### config.mk
export PLATFORM = sky130hd
export DESIGN_NAME = mem_requester
export DESIGN_NICKNAME = d
export VERILOG_FILES = /design/src/rtl/mem_pkg.sv /design/src/rtl/mem_requester.sv
export SDC_FILE = /design/constraint.sdc
export NUM_CORES = 1
export LEC_CHECK = 0
export ABC_CLOCK_PERIOD_IN_PS = 4000
export CAP_MARGIN = 20
export CORE_AREA = 4 4 149 151
export CTS_BUF_LIST = sky130_fd_sc_hd__clkbuf_4 sky130_fd_sc_hd__clkbuf_8 sky130_fd_sc_hd__clkbuf_16
export CTS_CLUSTER_SIZE = 25
export DETAILED_ROUTE_END_ITERATION = 16
export DIE_AREA = 0 0 153 155
export PLACE_DENSITY_LB_ADDON = 0.2
export SYNTH_ARGS = -nofsm -noshare
export SYNTH_HDL_FRONTEND = slang
export SYNTH_SLANG_ARGS = --single-unit
### constraint.sdc
create_clock -name clk -period 4 [get_ports clk]
set_input_delay 0.6 -clock clk [delete_from_list [all_inputs] [get_ports clk]]
set_output_delay 0.6 -clock clk [all_outputs]
set_load 0.01 [all_outputs]
### src/rtl/mem_pkg.sv
// Shared definitions for the mem initiator front end.
// Mode encodings match the mem block's mode pin.
package mem_pkg;

    localparam logic MEM_MODE_WRITE = 1'b0;
    localparam logic MEM_MODE_READ  = 1'b1;

    typedef enum logic [1:0] {
        IDLE,
        ACCESS,
        RESP
    } mem_req_state_t;

    function automatic logic mode_for(input logic write);
        return write ? MEM_MODE_WRITE : MEM_MODE_READ;
    endfunction

endpackage

### src/rtl/mem_requester.sv
// Initiator front end for mem: one request at a time,
// holds mem lines for LAT cycles, returns a response.
module mem_requester
    import mem_pkg::*;
#(
    parameter int ADDR_W = 64,
    parameter int DATA_W = 64,
    parameter int LAT    = 1
) (
    input  logic              clk,
    input  logic              rst,
    input  logic              req_valid,
    output logic              req_ready,
    input  logic              req_write,
    input  logic [ADDR_W-1:0] req_addr,
    input  logic [DATA_W-1:0] req_wdata,
    output logic              rsp_valid,
    input  logic              rsp_ready,
    output logic              rsp_write,
    output logic [DATA_W-1:0] rsp_rdata,
    output logic              mem_mode,
    output logic [ADDR_W-1:0] mem_address,
    output logic [DATA_W-1:0] mem_data_in,
    input  logic [DATA_W-1:0] mem_data_out
);

    localparam int CNT_W = (LAT > 1) ? $clog2(LAT) : 1;
    localparam logic [CNT_W-1:0] CNT_LOAD = CNT_W'(LAT - 1);

    mem_req_state_t   state;
    logic [CNT_W-1:0] cnt;
    logic             wr_q;

    always_ff @(posedge clk) begin
        if (rst) begin
            state       <= IDLE;
            cnt         <= '0;
            wr_q        <= 1'b0;
            req_ready   <= 1'b0;
            rsp_valid   <= 1'b0;
            rsp_write   <= 1'b0;
            rsp_rdata   <= '0;
            mem_mode    <= MEM_MODE_READ;
            mem_address <= '0;
            mem_data_in <= '0;
        end else begin
            unique case (state)
                IDLE: begin
                    if (req_ready && req_valid) begin
                        state       <= ACCESS;
                        req_ready   <= 1'b0;
                        cnt         <= CNT_LOAD;
                        wr_q        <= req_write;
                        mem_mode    <= mode_for(req_write);
                        mem_address <= req_addr;
                        mem_data_in <= req_wdata;
                    end else begin
                        // ready comes up one cycle after reset release
                        req_ready <= 1'b1;
                    end
                end
                ACCESS: begin
                    if (cnt != '0) begin
                        cnt <= cnt - 1'b1;
                    end else begin
                        state     <= RESP;
                        mem_mode  <= MEM_MODE_READ;
                        rsp_valid <= 1'b1;
                        rsp_write <= wr_q;
                        rsp_rdata <= wr_q ? '0 : mem_data_out;
                    end
                end
                RESP: begin
                    if (rsp_ready) begin
                        state     <= IDLE;
                        rsp_valid <= 1'b0;
                        req_ready <= 1'b1;
                    end
                end
                default: begin
                    state     <= IDLE;
                    req_ready <= 1'b0;
                    rsp_valid <= 1'b0;
                    mem_mode  <= MEM_MODE_READ;
                end
            endcase
        end
    end

endmodule

## Word level (Yosys, flattened, before mapping)

Index checks and enable logic that the tools add are counted.
W data, S select, Z words.

- Register bits after elaboration: 200
- Bits of input ports: 197
- Output and inout bits: 196
- Word-level logic and storage cells: 47

- Add/sub/neg operators: 1
- Eq/ne operators: 5
- Muxes and demuxes: 17
- Bitwise operators: 4
- Reduce and logical (&&, ||, !) cells: 10

Operators with widths:

| cell | number |
|---|---|
| $mux W64 | 1 |
| $pmux W1 S3 | 3 |
| $reduce_and A3 Y1 | 3 |
| $mux W1 | 8 |
| $reduce_and A2 Y1 | 4 |
| $mux W2 | 3 |
| $ne A2 B2 Y1 const B | 3 |
| $pmux W2 S3 | 1 |
| $not A1 Y1 | 4 |
| $eq A2 B1 Y1 const B | 1 |
| $eq A2 B2 Y1 const B | 1 |
| $logic_not A2 Y1 | 1 |
| $pmux W1 S2 | 1 |
| $reduce_bool A2 Y1 | 1 |
| $logic_and A1 B1 Y1 | 1 |
| $sub A1 B1 Y1 const B | 1 |

## Logic depth before layout (Yosys ltp)

Gate-level depths: netlist of the first run.

- Depth after elaboration: 3
- Depth in mapped cells: 7
- Gate-level depth less buffers: 3

## Least setup slack after synthesis of the first run

OpenSTA, ideal clock, no wires.

- Path type: input to register
- Start point: input port rst
- End point: register rsp_rdata[10]
- Arrival: 1.373 ns
- Data required time: 3.868 ns
- Setup slack: 2.495 ns
- Stages on the path: 4
- Buffers on the path: 3
- Cell sequence: buf_2 -> buf_1 -> clkbuf_1 -> a21oi_1

RTL lines:

| element | line | RTL |
|---|---|---|
| from (decl) | mem_requester.sv:11 | `input logic rst,` |
| to (signal assigned) | mem_requester.sv:70 | `rsp_rdata <= wr_q ? '0 : mem_data_out;` |
| to (decl) | mem_requester.sv:20 | `output logic [DATA_W-1:0] rsp_rdata,` |

No word-level cell between the ends.

## Final worst setup path of the first run

- Start point: input port req_valid
- End point: register mem_data_in[8]

- Cells in the longest elaborated chain, start to end: 2

Ends and longest elaborated chain:

| element | line | RTL |
|---|---|---|
| from (decl) | mem_requester.sv:12 | `input logic req_valid,` |
| $logic_and A1 B1 Y1 | mem_requester.sv:49 | `if (req_ready && req_valid) begin` |
| $reduce_and A2 Y1 (no line) | -- |  |
| to (signal assigned) | mem_requester.sv:56 | `mem_data_in <= req_wdata;` |
| to (decl) | mem_requester.sv:23 | `output logic [DATA_W-1:0] mem_data_in,` |

Every way passes these cells.
A chain may end at the register's enable or synchronous reset.

==> flow_metrics.tcl, run 1 <==
set metrics [dict create \
    gp_congestion 0.801 \
    synth_compound_area_frac 0.139 \
    synth_commonest_cells "325 x sky130_fd_sc_hd__nand2_1, 199 x sky130_fd_sc_hd__dfxtp_1, 197 x sky130_fd_sc_hd__a21oi_1, 65 x sky130_fd_sc_hd__nand3b_1, 30 x sky130_fd_sc_hd__clkbuf_1" \
    ys_seq_elements 199 \
    yosys.area.top_type_share 0.553 \
    ctsHtreeMaxLevel 4 \
    drive_gt1_frac 0.0357 \
    slew_viol_final 0 \
    worstHoldPathType "flip-flop to flip-flop" \
    largest_family_of_logic_cells_by_synthesized_area "simple AND/OR/NAND/NOR gates" \
    synth_nets 1070 \
    grt_setup_unrepaired "no" \
    cts_tree "built" \
    power.share.combinational 0.150 \
    antenna_found_initial 0 \
    hold_viol_final 0 \
    syn_inst 873 \
    worst_ep_required_time_ns 4.28 \
    power_frac_clock 0.388 \
    grt_max_degree 99 \
    clock_skew_ns 0.0111 \
    multiInputGateArea_um2 2810 \
    fill_cells 1933 \
    max_cap_violations 0 \
    die_width_um 153 \
    timing.final.ws_setup_ns 1.78 \
    cts.clk_slew.worst_paths_ns 0.07 \
    routed-via-count 7033 \
    synth-xor-area-share 0 \
    power_density_nw_per_um2 390 \
    buffer_ports.inserted 392 \
    route.final.wire_length_um 24800 \
    ff_latch_area_um2 3980 \
    place_worst_setup_slack_ns 1.30 \
    yosysSeqAreaShare 0.553 \
    final_period_minus_worst_setup_slack_ns 2.22 \
    groute.usage.overall 0.198 \
    syn_area_um2 7210 \
    timing.critical_path.fanout_max 58 \
    post-synth-top-count-cell "sky130_fd_sc_hd__nand2_1" \
    initial_core_util 0.346 \
    count_of_buffers_added_by_post_cts_timing_repair_for_setup 0 \
    netlist_top_cells_area "sky130_fd_sc_hd__dfxtp_1 55%, sky130_fd_sc_hd__nand2_1 17%, sky130_fd_sc_hd__a21oi_1 14%" \
    intPower_mw 3.46 \
    layout.nets 1417 \
    drtAntennaViolNets 0 \
    num_io_pins 393 \
    core_area_um2 20800 \
    setup.worst_path.start "req_valid" \
    floorplan.rows 53 \
    timing_worst_setup_path_type "input port to flip-flop" \
    p_switching_mw 1.13 \
    drt_first_iter_violations 358 \
    postSynth.asyncResetShare 0 \
    grt_first_pass_wirelength_um 37600 \
    count_of_instances_resized_after_the_clock_tree_is_built 0 \
    cts.hold.buffers_added 0 \
    antenna_cells 0 \
    holdPathStages 2 \
    hpwlAfterDp_um 17400 \
    max_slew.worst_pin.slew_ns 0.893 \
    post-route-period-util 0.555 \
    cts-root-buf "sky130_fd_sc_hd__clkbuf_16" \
    maxClockFrequency_ghz 0.450 \
    die_h_um 155 \
    syn2layout_area_growth_pct 63.4 \
    critical_path_capture_point_type "flip-flop" \
    route.detailed.wl_per_inst_um 16.4 \
    timing.critical_path.from_type "input port" \
    longest_clk_path_bufs 2 \
    cp_data_arrival_time_ns 2.51 \
    hold_path_startpoint "rsp_rdata[48]" \
    regToRegStartpoint "state[0]" \
    peak_supply_drop_v 0.000258 \
    reg2reg_depth 4 \
    firstDrtPassIters 4 \
    cts.sink_count 199 \
    synth_enable_flop_cells 0 \
    number_of_global_route_vias_before_repair 6624 \
    switching_share_of_power 0.246 \
    post-synth-top-area-cell "sky130_fd_sc_hd__dfxtp_1" \
    drt_drc_violations_left 0 \
    total_power_consumption_mw 4.59 \
    yosysWarningCount 0 \
    leakagePower_nw 4.02 \
    clock_latency_ns 0.43 \
    floorplan.die_area_um2 23700 \
    outcome "finished, final reports clean" \
    yosys.area_share.adder 0 \
    synthSimpleGateAreaFrac 0.246 \
    setup_tns_ns 0 \
    synth.area.mux_share 0 \
    syn-mean-instance-area_um2 8.26 \
    post_drt_via_cell_ratio 4.67 \
    report.final.setup_viol 0 \
    relative_contribution_of_sequential_cells_to_total_power 0.462 \
    finalCoreUtilization 0.565 \
    overflow_left_after_global_routing 0 \
    slew_headroom 0.404 \
    synthDistinctLibCells 18 \
    yosys_most_used_dff "sky130_fd_sc_hd__dfxtp_1" \
    numCtsBuffers 17 \
]
[metal layers]
layer / vias to the layer above / part of all wire / global-route usage
met5: - / 0 / 0
met4: 0 / 0.031 / 0.0802
met3: 40 / 0.080 / 0.0668
met2: 249 / 0.48 / 0.330
met1: 3213 / 0.41 / 0.237
li1: 3531 / - / -
[worst paths after layout]
check	slack [ns]	end
worst min register to register	0.45	rsp_rdata[48]
worst max-delay path	1.78	mem_data_in[8]
worst max register to register	1.86	rsp_rdata[35]
worst min-delay path	0.45	rsp_rdata[48]
[critical path, stage by stage]
cell and delay, ns:
sky130_fd_sc_hd__clkdlybuf4s50_1 0.54, sky130_fd_sc_hd__nand4bb_4 0.66, sky130_fd_sc_hd__buf_12 0.47, sky130_fd_sc_hd__nand2_1 0.11
sky130_fd_sc_hd__a21oi_1 0.06
[per-stage QoR]
step,cell area [µm²],instances,hold slack [ns]
2_1_floorplan,7210,873,0.476
4_1_cts,11800,1506,0.453
5_1_grt,11800,1506,0.472
6_report,11800,1506,0.451
3_3_place_gp,11200,1476,0.438
3_5_place_dp,11200,1476,0.443
[sequential cells by signal, summed over array words and instances (netlist names)]
| signal | count |
|---|---|
| mem_address | 64 |
| mem_data_in | 64 |
| mem_mode | 1 |
| req_ready | 1 |
| rsp_rdata | 64 |
| rsp_valid | 1 |
| rsp_write | 1 |
| state | 2 |
| wr_q | 1 |
[final cells by class]
type	instances	area share
Sequential cell	199	0.338
Clock buffer	18	0.0368
Timing Repair Buffer	401	0.342
Tap cell	275	0.0292
Clock inverter	12	0.0146
Multi-Input combinational cell	600	0.238
Inverter	1	0.000319
[cells in the final DEF, fill, tap and decap left out]
cell type | netlist | routed
sky130_fd_sc_hd__dfxtp_1 | 199 | 199
sky130_fd_sc_hd__and4bb_4 | 0 | 1
sky130_fd_sc_hd__clkinv_8 | 0 | 1
sky130_fd_sc_hd__buf_4 | 16 | 6
sky130_fd_sc_hd__bufinv_16 | 0 | 3
sky130_fd_sc_hd__nor2_1 | 5 | 5
sky130_fd_sc_hd__a21oi_1 | 197 | 197
sky130_fd_sc_hd__nand4bb_4 | 0 | 1
sky130_fd_sc_hd__buf_6 | 12 | 1
sky130_fd_sc_hd__buf_12 | 0 | 3
sky130_fd_sc_hd__clkinvlp_4 | 0 | 4
sky130_fd_sc_hd__clkdlybuf4s50_1 | 0 | 391
sky130_fd_sc_hd__nand3b_1 | 65 | 65
sky130_fd_sc_hd__inv_1 | 1 | 1
sky130_fd_sc_hd__nor2b_4 | 0 | 1
sky130_fd_sc_hd__clkinv_4 | 0 | 1
sky130_fd_sc_hd__o211ai_1 | 1 | 1
sky130_fd_sc_hd__clkbuf_4 | 0 | 1
sky130_fd_sc_hd__nand2_1 | 325 | 325
sky130_fd_sc_hd__nor2b_1 | 2 | 1
sky130_fd_sc_hd__inv_6 | 0 | 3
sky130_fd_sc_hd__nand2b_2 | 0 | 1
sky130_fd_sc_hd__clkbuf_16 | 0 | 17
sky130_fd_sc_hd__nor3_1 | 1 | 1
sky130_fd_sc_hd__o211a_1 | 1 | 1
[cells by family (layout without fill, tap and decap cells)]
logic type,after synthesis,count (layout)
AO/OA/AOI/OAI,199,199
buffers and inverters,74,432
flip-flops,199,199
AND/OR/NAND/NOR,401,401
[power by group through the flow]
stage               Combinational [mW]  Sequential, mW  Clock (mW)
finish                           0.688            2.12        1.78
global route                     0.743            2.13        1.90
CTS                              0.697            2.12        1.83
detailed placement               0.694            2.17           0
global placement                 0.691            2.16           0
floorplan                        0.236            2.20           0
Power figures use the tool's default switching activity.
==> run 2: changes to the inputs <==
Settings changed: ABC_CLOCK_PERIOD_IN_PS 4000 to 1900, CORE_AREA 4 4 149 151 to default, CORE_MARGIN from default to 4, CORE_UTILIZATION from default to 35, DIE_AREA 0 0 153 155 to default.
Clock period 4 ns to 1.9 ns, I/O delays scaled along.
==> flow_metrics.tcl, run 2 (synthesis results as in run 1) <==
set metrics [dict create \
    outcome "finished, final reports clean" \
    finalNonFillerCells 1524 \
    maxClockFrequency_ghz 0.567 \
    slew_headroom 0.715 \
    grt_first_pass_wirelength_um 36000 \
    worst_ep_required_time_ns 1.62 \
    cts.sink_count 199 \
    routed-via-count 7062 \
    worstHoldPathType "input port to flip-flop" \
    buffer_ports.inserted 392 \
    critical-path-max-stage-delay_ns 0.62 \
    die_h_um 151 \
    drt_drc_violations_left 0 \
    crit_path_cells "clkdlybuf4s50_1" \
    cts.hold.buffers_added 0 \
    power_density_nw_per_um2 800 \
    number_of_global_route_vias_before_repair 6685 \
    worst_path_dominant_cell_family "buffers and inverters" \
    num_io_pins 393 \
    path_buf_inv 1 \
    clock_latency_ns 0.43 \
    grt_use_met3 0.0678 \
    grt_max_degree 67 \
    core_area_um2 20200 \
    route.detailed.wl_per_inst_um 16.2 \
    met1_usage 0.230 \
    hold_viol_final 0 \
    peak_supply_drop_v 0.000571 \
    floorplan.rows 52 \
    groute.layer.met2.usage 0.342 \
    critical_path_capture_point_type "output port" \
    timing.critical_path.fanout_max 5 \
    worst_hold_slack_ns 0.246 \
    cts.clk_slew.worst_paths_ns 0.07 \
    timing_worst_setup_path_type "flip-flop to output port" \
    leakagePower_nw 4.17 \
    count_of_instances_resized_after_the_clock_tree_is_built 0 \
    die_width_um 151 \
    initial_core_util 0.356 \
    max_cap_violations 0 \
    drtAntennaViolNets 0 \
    firstDrtPassIters 4 \
    post-route-period-util 0.928 \
    antenna_found_initial 2 \
    layout.nets 1437 \
    count_of_buffers_added_by_post_cts_timing_repair_for_setup 0 \
    post_drt_via_cell_ratio 4.63 \
    syn2layout_area_growth_pct 66.9 \
    max_slew.worst_pin.slew_ns 0.427 \
    gp_congestion 0.772 \
    report.final.setup_viol 0 \
    cp_data_arrival_time_ns 1.48 \
    slowest_stage "sky130_fd_sc_hd__clkdlybuf4s50_1" \
    cts_tree "built" \
    drt_first_iter_violations 260 \
    hpwlAfterDp_um 17800 \
    slew_viol_final 0 \
    setup_tns_ns 0 \
    route.final.wire_length_um 24600 \
    numCtsBuffers 17 \
    clock_skew_ns 0.0113 \
    timing.critical_path.from_type "flip-flop" \
    biggestRegsByFlops "mem_address x64, mem_data_in x64, rsp_rdata x64" \
    layout.cells.most_common_list "391 x sky130_fd_sc_hd__clkdlybuf4s50_1, 325 x sky130_fd_sc_hd__nand2_1, 199 x sky130_fd_sc_hd__dfxtp_1, 197 x sky130_fd_sc_hd__a21oi_1, 65 x sky130_fd_sc_hd__nand3b_1" \
    longest_clk_path_bufs 2 \
    drive_gt1_frac 0.0527 \
    floorplan.die_area_um2 23000 \
    most_common_cell_after_layout_fill_and_taps_aside "sky130_fd_sc_hd__clkdlybuf4s50_1" \
    place.detailed.instances 1491 \
    overflow_left_after_global_routing 0 \
    grt_setup_unrepaired "no" \
    final_period_minus_worst_setup_slack_ns 1.76 \
    groute.usage.overall 0.201 \
    ctsHtreeMaxLevel 4 \
    grt.busiest_layer "met2" \
    fill_cells 1831 \
    finalCoreUtilization 0.594 \
    cts-root-buf "sky130_fd_sc_hd__clkbuf_16" \
]
[run 2: worst paths after layout]
path,start,end,slack (ns),cells after the start
hold reg to reg,rsp_rdata[59],rsp_rdata[59],0.45,2
hold / removal,rst,mem_data_in[26],0.25,2
setup / recovery,req_ready,req_ready,0.14,1
setup reg to reg,state[0],mem_address[46],0.45,5
[run 2: stage by stage]
| stage | power (mW) | cell area, µm² | setup slack, ns |
|---|---|---|---|
| floorplan | 5.13 | 7210 | 0.630 |
| CTS | 9.75 | 12000 | 0.0900 |
| global route | 10.1 | 12000 | 0.0647 |
| global placement | 6.09 | 11400 | 0.149 |
| finish | 9.62 | 12000 | 0.136 |
| detailed placement | 6.10 | 11400 | 0.112 |
[run 2: where the power goes]
group	switching, mW	internal, mW	total, mW
combinational	0.639	0.895	1.53
sequential	0.0994	4.36	4.46
clock	1.70	1.92	3.63
[run 2: final cells by class]
type                    count  area [µm²]  share of cell area
diodes                      1        2.50            0.000208
clock buffers              19         453              0.0377
multi-input cells         600        2810               0.233
flip-flops and latches    199        3980               0.331
inverters                   1        3.75            0.000312
well taps                 270         338              0.0281
clock inverters            13         135              0.0112
repair buffers            421        4310               0.358
[run 2: routing by layer]
| layer | up-vias | wire length, µm |
|---|---|---|
| li1 | 3584 | - |
| met1 | 3176 | 9610 |
| met2 | 256 | 12000 |
| met3 | 44 | 2180 |
| met4 | 2 | 808 |
| met5 | - | 13 |
